==> config.mk <==
export PLATFORM = sky130hd
export DESIGN_NAME = dmem_arbiter
export DESIGN_NICKNAME = d
export VERILOG_FILES = /design/src/rtl/dmem_arb_pkg.sv /design/src/rtl/dmem_arb_pick.sv /design/src/rtl/dmem_arbiter.sv
export SDC_FILE = /design/constraint.sdc
export NUM_CORES = 1
export LEC_CHECK = 0
export ABC_AREA = 1
export CAP_MARGIN = 20
export CORE_AREA = 2 2 108 110
export CTS_BUF_LIST = sky130_fd_sc_hd__clkbuf_16
export DETAILED_ROUTE_END_ITERATION = 10
export DIE_AREA = 0 0 110 112
export PLACE_DENSITY_LB_ADDON = 0.08
export SLEW_MARGIN = 20
export SYNTH_ARGS = -nofsm -noshare
export SYNTH_HDL_FRONTEND = slang
export SYNTH_SLANG_ARGS = --single-unit
==> constraint.sdc <==
create_clock -name clk -period 1.9 [get_ports clk]
set_input_delay 0.38 -clock clk [delete_from_list [all_inputs] [get_ports clk]]
set_output_delay 0.38 -clock clk [all_outputs]
set_load 0.02 [all_outputs]
==> src/rtl/dmem_arb_pkg.sv <==
// ---------------------------------------------------------------------------
// dmem_arb_pkg
// Shared types and constants for the DMemory two-requester arbiter.
//   arb_state_t : arbiter FSM states (IDLE, WAIT, ERR)
//   req_id_t    : requester identifier (0 = core data port, 1 = secondary)
//   ERR_RDATA   : read data returned with every error response
// ---------------------------------------------------------------------------
package dmem_arb_pkg;

    typedef enum logic [1:0] {
        IDLE,
        WAIT,
        ERR
    } arb_state_t;

    typedef logic req_id_t;

    localparam logic [31:0] ERR_RDATA = 32'h0;

endpackage

==> src/rtl/dmem_arb_pick.sv <==
// ---------------------------------------------------------------------------
// dmem_arb_pick
// Combinational winner selection between the two DMemory requesters.
// Configuration macro: DMEM_ARB_ROUND_ROBIN_EN
//   defined   : on simultaneous requests the requester named by ptr_i wins
//   undefined : fixed priority, requester 0 always wins (no ptr_i port)
// Ports:
//   ptr_i   in  1  round-robin pointer (only with DMEM_ARB_ROUND_ROBIN_EN)
//   req_i   in  2  request bit per requester
//   win_o   out 1  id of the winning requester (0 when nothing requests)
//   valid_o out 1  at least one request is present
// ---------------------------------------------------------------------------
module dmem_arb_pick
    import dmem_arb_pkg::*;
(
`ifdef DMEM_ARB_ROUND_ROBIN_EN
    input  logic       ptr_i,
`endif
    input  logic [1:0] req_i,
    output req_id_t    win_o,
    output logic       valid_o
);

    assign valid_o = |req_i;

`ifdef DMEM_ARB_ROUND_ROBIN_EN
    // A lone request always wins; the pointer only breaks ties.
    assign win_o = (req_i == 2'b11) ? ptr_i : req_i[1];
`else
    // Requester 1 only wins when requester 0 is silent.
    assign win_o = req_i[1] & ~req_i[0];
`endif

endmodule

==> src/rtl/dmem_arbiter.sv <==
// ---------------------------------------------------------------------------
// dmem_arbiter
// Shares the single DMemory port between the core data port (requester 0)
// and a secondary master (requester 1). One transaction is outstanding at a
// time; each address is range-checked against the DMemory window and every
// read is guaranteed a response through a wait timeout.
// Configuration macro: DMEM_ARB_ROUND_ROBIN_EN (round-robin instead of
// fixed priority for requester 0).
// Ports:
//   clk, rst                 clock, synchronous active-high reset
//   req_i/we_i [1:0]         request and write flag per requester
//   addr0_i/addr1_i [31:0]   byte address per requester
//   wdata0_i/wdata1_i [31:0] write data per requester
//   wmask0_i/wmask1_i [3:0]  byte write mask per requester
//   gnt_o [1:0]              one-cycle grant pulse
//   rvalid_o [1:0]           one-cycle read-data-valid pulse
//   rdata_o [31:0]           read data, qualified by rvalid_o
//   err_o                    out-of-range or timeout pulse
//   m_addr_o/m_wdata_o/m_wmask_o/m_we_o/m_re_o  DMemory request side
//   m_rvalid_i/m_rdata_i     DMemory read response
// ---------------------------------------------------------------------------
module dmem_arbiter
    import dmem_arb_pkg::*;
#(
    parameter logic [31:0] BASE    = 32'h9000_0000,
    parameter logic [31:0] SIZE    = 32'h0000_0800,
    parameter int          TIMEOUT = 16
) (
    input  logic        clk,
    input  logic        rst,
    input  logic [1:0]  req_i,
    input  logic [1:0]  we_i,
    input  logic [31:0] addr0_i,
    input  logic [31:0] addr1_i,
    input  logic [31:0] wdata0_i,
    input  logic [31:0] wdata1_i,
    input  logic [3:0]  wmask0_i,
    input  logic [3:0]  wmask1_i,
    output logic [1:0]  gnt_o,
    output logic [1:0]  rvalid_o,
    output logic [31:0] rdata_o,
    output logic        err_o,
    output logic [31:0] m_addr_o,
    output logic [31:0] m_wdata_o,
    output logic [3:0]  m_wmask_o,
    output logic        m_we_o,
    output logic        m_re_o,
    input  logic        m_rvalid_i,
    input  logic [31:0] m_rdata_i
);

    localparam logic [4:0] LAST_WAIT = 5'(TIMEOUT - 1);

    arb_state_t  r_state;
    arb_state_t  w_state_nxt;
    req_id_t     r_id;
    logic [4:0]  r_cnt;

    req_id_t     w_win;
    logic        w_valid;
    logic [31:0] w_addr;
    logic        w_we;
    logic        w_in_range;
    logic        w_grant;

`ifdef DMEM_ARB_ROUND_ROBIN_EN
    logic r_ptr;

    dmem_arb_pick u_pick (
        .ptr_i   (r_ptr),
        .req_i   (req_i),
        .win_o   (w_win),
        .valid_o (w_valid)
    );

    // After each grant the other requester becomes favoured.
    always_ff @(posedge clk) begin
        if (rst) begin
            r_ptr <= 1'b0;
        end else if (w_grant) begin
            r_ptr <= ~w_win;
        end
    end
`else
    dmem_arb_pick u_pick (
        .req_i   (req_i),
        .win_o   (w_win),
        .valid_o (w_valid)
    );
`endif

    assign w_addr = w_win ? addr1_i : addr0_i;
    assign w_we   = we_i[w_win];

    // 33-bit compare so a window ending at the top of memory cannot wrap.
    assign w_in_range = ({1'b0, w_addr} >= {1'b0, BASE}) &&
                        ({1'b0, w_addr} <  ({1'b0, BASE} + {1'b0, SIZE}));

    assign w_grant = !rst && (r_state == IDLE) && w_valid;

    // The counter is held at zero outside WAIT, so it starts from zero on
    // every entry into WAIT and then saturates.
    always_ff @(posedge clk) begin
        if (rst) begin
            r_state <= IDLE;
            r_id    <= 1'b0;
            r_cnt   <= '0;
        end else begin
            r_state <= w_state_nxt;
            if (w_grant) begin
                r_id <= w_win;
            end
            if (r_state != WAIT) begin
                r_cnt <= '0;
            end else if (r_cnt != 5'h1F) begin
                r_cnt <= r_cnt + 5'd1;
            end
        end
    end

    // Outputs are gated by rst so an abandoned transaction emits nothing.
    always_comb begin
        w_state_nxt = r_state;
        gnt_o       = 2'b00;
        rvalid_o    = 2'b00;
        rdata_o     = '0;
        err_o       = 1'b0;
        m_addr_o    = '0;
        m_wdata_o   = '0;
        m_wmask_o   = '0;
        m_we_o      = 1'b0;
        m_re_o      = 1'b0;
        if (!rst) begin
            case (r_state)
                IDLE: begin
                    if (w_valid) begin
                        gnt_o     = w_win ? 2'b10 : 2'b01;
                        m_addr_o  = w_addr;
                        m_wdata_o = w_win ? wdata1_i : wdata0_i;
                        m_wmask_o = w_win ? wmask1_i : wmask0_i;
                        if (w_we) begin
                            if (w_in_range) begin
                                m_we_o = 1'b1;
                            end else begin
                                err_o = 1'b1;
                            end
                        end else if (w_in_range) begin
                            m_re_o      = 1'b1;
                            w_state_nxt = WAIT;
                        end else begin
                            w_state_nxt = ERR;
                        end
                    end
                end
                WAIT: begin
                    if (m_rvalid_i) begin
                        rvalid_o    = r_id ? 2'b10 : 2'b01;
                        rdata_o     = m_rdata_i;
                        w_state_nxt = IDLE;
                    end else if (r_cnt == LAST_WAIT) begin
                        rvalid_o    = r_id ? 2'b10 : 2'b01;
                        rdata_o     = ERR_RDATA;
                        err_o       = 1'b1;
                        w_state_nxt = IDLE;
                    end
                end
                ERR: begin
                    rvalid_o    = r_id ? 2'b10 : 2'b01;
                    rdata_o     = ERR_RDATA;
                    err_o       = 1'b1;
                    w_state_nxt = IDLE;
                end
                default: begin
                    w_state_nxt = IDLE;
                end
            endcase
        end
    end

endmodule
==> impl_metrics.env <==
export IMPL_status="finished, violations left"
export IMPL_violations="negative setup slack"
export IMPL_fill_cells=920
export IMPL_arrival_ps=1800
export IMPL_skew_ps=3.634
export IMPL_wl_mm=16.06
export IMPL_clk_pin_slew_worst_paths_ps=40
export IMPL_vias_per_cell=4.509
export IMPL_numPortBuffers=281
export IMPL_drive_above_1_share_pct=49.26
export IMPL_slew_headroom_pct=82.36
export IMPL_hold_violations=0
export IMPL_postCtsHoldBufs=0
export IMPL_grt_total_usage_pct=22.29
export IMPL_hpwl_mm=10.31
export IMPL_initial_core_util_pct=18.80
export IMPL_setup_tns_final_ps=-20040
export IMPL_rows=39
export IMPL_cts_made_buffers=3
export IMPL_drcViolationCount=0
export IMPL_antenna_found_initial=2
export IMPL_overflow=0
export IMPL_grt_max_degree=20
export IMPL_p_leak_uw=0.003709
export IMPL_design_die_area_um2=12320
export IMPL_via_count=4324
export IMPL_mostFrequentLayoutCells="143 x clkdlybuf4s50_1, 112 x buf_6, 106 x buf_4, 87 x nand2_1, 72 x inv_1"
export IMPL_worstSetupPathType="flop to output pin"
export IMPL_fmax_mhz=457.7
export IMPL_first_pass_iters=4
export IMPL_fin_ws_ps=-284.8
export IMPL_final_nets=998
export IMPL_power_uw=2102
export IMPL_tightestPinTransition_ps=262.3
export IMPL_die_x_um=110
export IMPL_grt_pass1_wl_mm=21.32
export IMPL_final_min_clock_period_ps=2185
export IMPL_pwr_density_cell_nw_per_um2=281.1
export IMPL_rsz0062_at_grt="yes"
export IMPL_core_area_um2=11170
export IMPL_setup_viol=106
export IMPL_drtIter0Drc=211
export IMPL_cp_max_fo=5
export IMPL_worstSetupStartpointType="flop"
export IMPL_cts_buffer_depth=2
export IMPL_yosysWarnings=0
export IMPL_cts_sinks=8
export IMPL_syn_nets=596
export IMPL_insertion_delay_ps=230
export IMPL_netlist_area_um2=2101
export IMPL_drtAntennaViolNets=0
export IMPL_io_pins=282
export IMPL_die_h_um=112
export IMPL_synthesis_instances=414
export IMPL_fin_cells=959
export IMPL_peakVddDrop_v=0.0003967
export IMPL_holdWs_ps=538.0
export IMPL_grt_pass1_vias=4120
export IMPL_synthTopCellsByArea="nand2_1 21%, a22o_1 15%, inv_1 15%"
export IMPL_wl_per_cell_um=16.74
export IMPL_maxSlewViolCount=0
export IMPL_final_util_pct=66.91
export IMPL_syn_avg_cell_area_um2=5.074
export IMPL_tritoncts="done"
export IMPL_ys_ff_latch=8
export IMPL_h_tree_depth=1
export IMPL_multi_input_area_um2=2255
export IMPL_synth_seq_area_share_pct=7.624
export IMPL_synth_top_area_share_pct=20.55
export IMPL_syn2layout_area_growth_pct=255.9
export IMPL_cp_required_ps=1520
export IMPL_final_common_cell="clkdlybuf4s50_1"
export IMPL_synth_top_area_cell="nand2_1"
export IMPL_period_share_pct=115.0
export IMPL_dp_cells=874
export IMPL_min_path_type="flop to flop"
export IMPL_synth_distinct_cells=28
export IMPL_cts_root_buf="clkbuf_16"
export IMPL_end_kind="output pin"
export IMPL_max_cap_violations=0
export IMPL_gp_congestion=0.8233
export IMPL_final_seq_area_um2=165.2
==> stage by stage <==
step	setup slack, ps	cell area [um^2]
2_1_floorplan	-70.30	2117
3_3_place_gp	-1166	5454
3_5_place_dp	-1174	5454
4_1_cts	-343.5	6628
5_1_grt	-367.2	7477
6_report	-284.8	7477
==> cell families after synthesis <==
group / count (synthesis) / share of synthesized area [%]
DFF: 8 / 7.623
adders and majority gates: 7 / 4.169
and+or+nand+nor: 223 / 43.48
AOI/OAI and AO/OA: 68 / 22.81
buffers and inverters: 108 / 21.92
==> cells in the mapped netlist (all sizes together) <==
cell    number
nor3         4
buf         17
nand3b       1
a22o        36
nor4b        1
dfxtp        8
or2          1
o21ai        8
nor2        78
nand3       19
a21oi       23
nor4         2
ha           7
clkbuf       6
inv         85
nand2      117
a31o         1
==> per-layer routing <==
metal  wire length [um]  part of all wire [%]  vias to the layer above  global-route usage (%)
met5                  0                     0                        -                       0
met4                301                   1.9                        0                   4.135
met2               8387                    52                      195                   41.10
met1               6004                    37                     2002                   26.54
li1                   -                     -                     2103                       -
met3               1362                   8.5                       24                   4.040
==> layout make-up <==
class                           instances  area share (%)
Multi-Input combinational cell        300           30.15
Sequential cell                         8           2.209
Antenna cell                            2         0.06693
Timing Repair Buffer                  418           59.71
Tap cell                              143           2.393
Clock buffer                            3           1.004
Inverter                               85           4.468
==> where the power goes <==
group | leakage (uW) | switching [uW] | internal, uW | total (uW)
sequential | 0.0000666 | 2.23 | 172 | 174
combinational | 0.00361 | 673 | 901 | 1570
clock | 0.0000370 | 82.2 | 271 | 354
total | 0.00371 | 757 | 1340 | 2100
==> timing repair <==
action / CTS / global route
endpoints found under the setup margin: 109 / 109
buffers inserted: 47 / 17
resized for setup: 729 / 179
cloned: 13 / 7
pin swaps: 27 / 85
==> final timing paths <==
| kind | cells past startpoint | start | slack [ps] | end |
|---|---|---|---|---|
| setup reg to reg | 12 | r_cnt[0] | 120 | r_state[0] |
| setup / recovery | 11 | r_state[0] | -280 | m_wmask_o[3] |
| hold reg to reg | 2 | r_id | 540 | r_id |
| hold / removal | 2 | r_id | 540 | r_id |
==> flip-flops by register name, summed over array words and instances, names as in the netlist <==
register,count
r_id,1
r_state,2
r_cnt,5
==> critical path, stage by stage (launching register included) <==
cell and delay (ps):
dfxtp_2 310, inv_2 70, ha_4 130, inv_2 30, nor2_2 80, inv_2 70, buf_4 140, nor2_4 150
buf_6 170, buf_12 130, a22o_1 160, buf_6 130
Power figures use the tool's default switching activity.
==> patch 1, RTL diff (same flow settings) <==
Build with the macro `DMEM_ARB_ROUND_ROBIN_EN` defined.
--- a/src/rtl/dmem_arb_pick.sv
+++ b/src/rtl/dmem_arb_pick.sv
@@ -10,6 +10,8 @@
 //   win_o   out 1  id of the winning requester (0 when nothing requests)
 //   valid_o out 1  at least one request is present
 // ---------------------------------------------------------------------------
+`define DMEM_ARB_ROUND_ROBIN_EN
+
 module dmem_arb_pick
     import dmem_arb_pkg::*;
 (
Function: changed (a bounded check fails within 4 cycles, from zero or initial values and one cycle with rst high).
==> patch 1 against the unedited design <==
  * The run still ends with negative setup slack left
  * Sequential cell count is 1 higher
  * Setup slack worse by 170 ps
  * Register-to-register slack worse by 520 ps
  * Non-clock buffer count is 22 higher
  * Clock skew is 2.3 ps lower
  * Count of clock-buffer cells in the layout stayed put
  * Total power is 32% higher
  * Final area is 9.5% higher
  * Routed wire length is 7.3% higher
  * Synthesized area is 11% higher
  * Critical path type unchanged
  * Critical endpoint is now m_wdata_o[0]
==> patch 1: results (changes against the unedited design) <==
metric,value,unit,change
status,"finished, violations left",,
violations,negative setup slack,,
hold_class,reg2reg,,
layout.nets,1081,,+8.3%
grt_pass1_wl,23.5,mm,+10%
synth_nets,666,,+12%
grt_antenna_before_repair,1,,-1
synth_ff_type,dfxtp_1,,
gp_congestion,0.821,,-0.26%
relSlewSlack,0.837,,+0.0130
syn_inst,484,,+17%
hp-start,r_cnt[3]$_SDFFE_PP0P_,,
place_inst,927,,+6.1%
layout_setup_ws,-459,ps,-174 ps
grt_pass1_vias,4681,,+14%
dp_hpwl,10.1,mm,-1.6%
first_pass_iters,4,,unchanged
grt_use_total,0.243,,+0.0197
synthTopCellsByCount,"nor2_1 (151), nand2_1 (94), inv_1 (72)",,
vdd_drop_max,0.000294,V,-26%
synthDistinctLibCells,26,,-7.1%
grt_max_degree,29,,+45%
crit_arrival,1980,ps,+180 ps
p_switching,1.10,mW,+45%
layout-drive-gt1-share,0.563,,+0.0708
reg_top3,"r_cnt x5, r_state x2",,
yosysSeqAreaShare,0.0775,,+0.00127
leakagePower,3.75,nW,+1.2%
clock_skew,1.33,ps,-2.31 ps
layout.cells.non_filler,1042,,+8.7%
ys_warn_count,0,,unchanged
avgViaCountPerCell,4.52,,+0.31%
setup_violations,108,,+1.9%
wl_per_cell,16.5,um,-1.3%
cp-startpoint,r_ptr$_SDFFE_PP0P_,,
first_iter_violations,166,,-21%
synth_area_leaders,"nor2_1 (24%), nand2_1 (15%), inv_1 (12%), dfxtp_1 (7.8%), o21ai_0 (7.5%)",,
postPlaceCellArea,5650,um2,+3.6%
fillers,829,,-9.9%
[patch 1: timing repair]
item / 4_1_cts / 5_1_grt
buffers inserted: 75 / 38
hold buffers: 0 / 0
setup endpoints to repair: 110 / 109
pin swaps: 42 / 62
resized for setup: 793 / 247
gates cloned: 14 / 4
[patch 1: power by group through the flow]
| stage | sequential [mW] | clock, mW | combinational (mW) |
|---|---|---|---|
| after detailed placement | 0.203 | 0 | 1.35 |
| final | 0.202 | 0.376 | 2.19 |
| after CTS | 0.202 | 0.379 | 1.95 |
| after floorplan | 0.203 | 0 | 0.586 |
| after global placement | 0.203 | 0 | 1.34 |
| after global routing | 0.203 | 0.391 | 2.31 |
[patch 1: path summary, 6_finish.rpt]
| kind | to | slack (ps) | cells after the start |
|---|---|---|---|
| worst max-delay path | m_wdata_o[0] | -460 | 12 |
| worst min-delay path | r_cnt[3]$_SDFFE_PP0P_ | 530 | 2 |
| worst max register to register | r_state[0]$_SDFFE_PP0P_ | -400 | 20 |
| worst min register to register | r_cnt[3]$_SDFFE_PP0P_ | 530 | 2 |
[patch 1: through the flow]
| step | TNS (ps) | worst slack (ps) | utilization |
|---|---|---|---|
| after CTS | -26620 | -477 | 0.643 |
| final | -31170 | -459 | 0.733 |
| after global placement | -97300 | -1110 | 0.506 |
| after floorplan | -551 | -47.5 | - |
| after detailed placement | -98610 | -1130 | 0.506 |
| after global routing | -38910 | -516 | 0.733 |
[patch 1: layout make-up]
class	instances	area [um2]	area share
antenna	1	2.50	0.000306
clock buffer	3	75.1	0.00917
clock inverter	1	3.75	0.000458
inverter	74	299	0.0365
multi-input combinational	371	2760	0.336
sequential	9	186	0.0228
tap	143	179	0.0218
timing repair buffer	440	4690	0.572
[patch 1: worst max-delay path, cell delays in order, from the launching register on]
cell	delay, ps
dfxtp_2	320
inv_2	60
nand2_4	80
nand2_8	110
buf_16	120
buf_6	100
clkinvlp_4	150
buf_6	180
buf_16	130
buf_6	110
o21ai_2	140
nor2_1	70
buf_4	150
[patch 1: cells by family (layout without fill, tap and decap cells)]
| family | count (synthesis) | count (layout) | share of synthesized area |
|---|---|---|---|
| simple gates | 295 | 295 | 0.525 |
| buf+inv | 104 | 518 | 0.203 |
| compound gates | 69 | 69 | 0.157 |
| flops | 9 | 9 | 0.0775 |
| fa+ha+maj | 7 | 7 | 0.0377 |
| other cells | 0 | 1 | 0 |
[patch 1: layer usage]
metal | global-route usage | up-vias | part of all wire
met4 | 0.0624 | 0 | 0.023
met1 | 0.260 | 2170 | 0.37
met2 | 0.471 | 207 | 0.54
met5 | 0 | - | 0
met3 | 0.0451 | 30 | 0.072
li1 | - | 2306 | -
==> patch 2, RTL diff (config.mk and constraints unchanged) <==
Made on the original files. Register the output `err_o`; this adds one clock of latency there. The other outputs are not delayed to match.
--- a/src/rtl/dmem_arbiter.sv
+++ b/src/rtl/dmem_arbiter.sv
@@ -50,6 +50,8 @@
 );
 
     localparam logic [4:0] LAST_WAIT = 5'(TIMEOUT - 1);
+
+    logic err_d;
 
     arb_state_t  r_state;
     arb_state_t  w_state_nxt;
@@ -124,7 +126,7 @@
         gnt_o       = 2'b00;
         rvalid_o    = 2'b00;
         rdata_o     = '0;
-        err_o       = 1'b0;
+        err_d       = 1'b0;
         m_addr_o    = '0;
         m_wdata_o   = '0;
         m_wmask_o   = '0;
@@ -142,7 +144,7 @@
                             if (w_in_range) begin
                                 m_we_o = 1'b1;
                             end else begin
-                                err_o = 1'b1;
+                                err_d = 1'b1;
                             end
                         end else if (w_in_range) begin
                             m_re_o      = 1'b1;
@@ -160,14 +162,14 @@
                     end else if (r_cnt == LAST_WAIT) begin
                         rvalid_o    = r_id ? 2'b10 : 2'b01;
                         rdata_o     = ERR_RDATA;
-                        err_o       = 1'b1;
+                        err_d       = 1'b1;
                         w_state_nxt = IDLE;
                     end
                 end
                 ERR: begin
                     rvalid_o    = r_id ? 2'b10 : 2'b01;
                     rdata_o     = ERR_RDATA;
-                    err_o       = 1'b1;
+                    err_d       = 1'b1;
                     w_state_nxt = IDLE;
                 end
                 default: begin
@@ -177,4 +179,8 @@
         end
     end
 
+    always_ff @(posedge clk) begin
+        err_o <= err_d;
+    end
+
 endmodule
Formal check against the unedited RTL: not equivalent (a bounded check fails within 4 cycles, from zero or initial values and one cycle with rst high).
==> patch 2 against the unedited design <==
  * The run still ends with negative setup slack left
  * Setup slack gained 15 ps
  * Count of clock-buffer cells in the layout unchanged
  * Total power shrank 2.7%
  * Synthesized area down 13%
  * Final area down 3.5%
  * Utilization is 2.4 points lower
  * Routed wire length down 6.7%
  * Final cell count decreased by 7.6%
  * Sequential cell count up 1
  * Synthesized cell count shrank 15%
  * Sequential share of layout area rose by 0.36 points
  * Via count shrank 9.5%
  * Maximum frequency up 0.67%
  * Non-clock buffer count fell by 9
  * Critical endpoint is now m_wdata_o[13]
  * Largest cell class unchanged
  * Largest power group unchanged
==> patch 2: results (changes against the unedited design) <==
metric,value,unit,change
status,"finished, violations left",,
violations,negative setup slack,,
synth_area_leaders,"a22o_1 (17%), nand2_1 (17%), inv_1 (13%), nor2_1 (12%), dfxtp_1 (9.8%)",,
vias,3914,,-9.5%
grt_max_degree,38,,+90%
pre_cts_ws,-1130,ps,+43.7 ps
layout.nets,925,,-7.3%
relSlewSlack,0.806,,-0.0179
grt_antenna_before_repair,1,,-1
synthTopCellsByCount,"nand2_1 (84), inv_1 (61), nor2_1 (60)",,
synth_area_leader_cell,a22o_1,,
wl,15.0,mm,-6.7%
setup_violations,105,,-0.94%
layout-drive-gt1-share,0.495,,+0.00198
dp_hpwl,9.63,mm,-6.5%
layout_setup_ws,-270,ps,+14.6 ps
leakagePower,3.29,nW,-11%
comb_power,1.47,mW,-6%
grt_pass1_wl,21.0,mm,-1.6%
place_inst,806,,-7.8%
timing.setup.tns,-16560,ps,+3480 ps
layout.cells.non_filler,886,,-7.6%
synthDistinctLibCells,22,,-21%
grt_use_total,0.220,,-0.00305
yosysSeqAreaShare,0.0984,,+0.0221
synth_nets,532,,-11%
p_per_area,283,nW/um2,+0.80%
avgSynthCellArea,5.23,um2,+3.1%
postPlaceCellArea,5190,um2,-4.8%
vdd_drop_max,0.000237,V,-40%
reg_top3,"r_cnt x5, r_state x2",,
==> patch 2: changes by cell type after synthesis, sizes merged, moves of 3 or more <==
cell / unedited run / this run
inv: 85 / 62
buf: 17 / 11
nand3: 19 / 16
clkbuf: 6 / 10
nor2: 78 / 62
a21oi: 23 / 33
nor3: 4 / 7
nand2: 117 / 84
==> patch 2: timing repair <==
action	in CTS	in global routing
pin swaps	50	38
gates cloned	13	1
resized for setup	794	79
setup endpoints to repair	109	108
setup buffers	45	19
==> patch 2: layout make-up <==
type,count,area (um2)
multi-input combinational,258,2070
inverter,62,240
sequential,9,185
clock inverter,1,3.75
tap,143,179
fill,900,3960
antenna,1,2.50
timing repair buffer,409,4460
clock buffer,3,75.1
==> patch 2: cells by family (layout without fill, tap and decap cells) <==
kind of cell,after synthesis,count (layout),synth area share
AO/OA/AOI/OAI,78,78,0.290
adder cells (fa/ha/maj),7,7,0.0478
buffers and inverters,83,475,0.179
flip-flops,9,9,0.0984
other,0,1,0
AND/OR/NAND/NOR,173,173,0.385
==> patch 2: per-layer routing <==
layer	vias to the layer above	wire [um]	global-route usage	part of all wire
met5	-	0	0	0
li1	1914	-	-	-
met2	170	8070	0.439	0.54
met1	1803	5280	0.217	0.35
met3	27	1220	0.0539	0.081
met4	0	413	0.0574	0.028
==> patch 2: worst paths after layout <==
check                           from               endpoint  slack (ps)  cells after the start
max          r_state[0]$_SDFFE_PP0P_          m_wdata_o[13]        -270                      9
min            r_cnt[3]$_SDFFE_PP0P_  r_cnt[3]$_SDFFE_PP0P_         530                      2
max reg2reg    r_cnt[0]$_SDFFE_PP0P_  r_cnt[3]$_SDFFE_PP0P_          80                     11
min reg2reg    r_cnt[3]$_SDFFE_PP0P_  r_cnt[3]$_SDFFE_PP0P_         530                      2
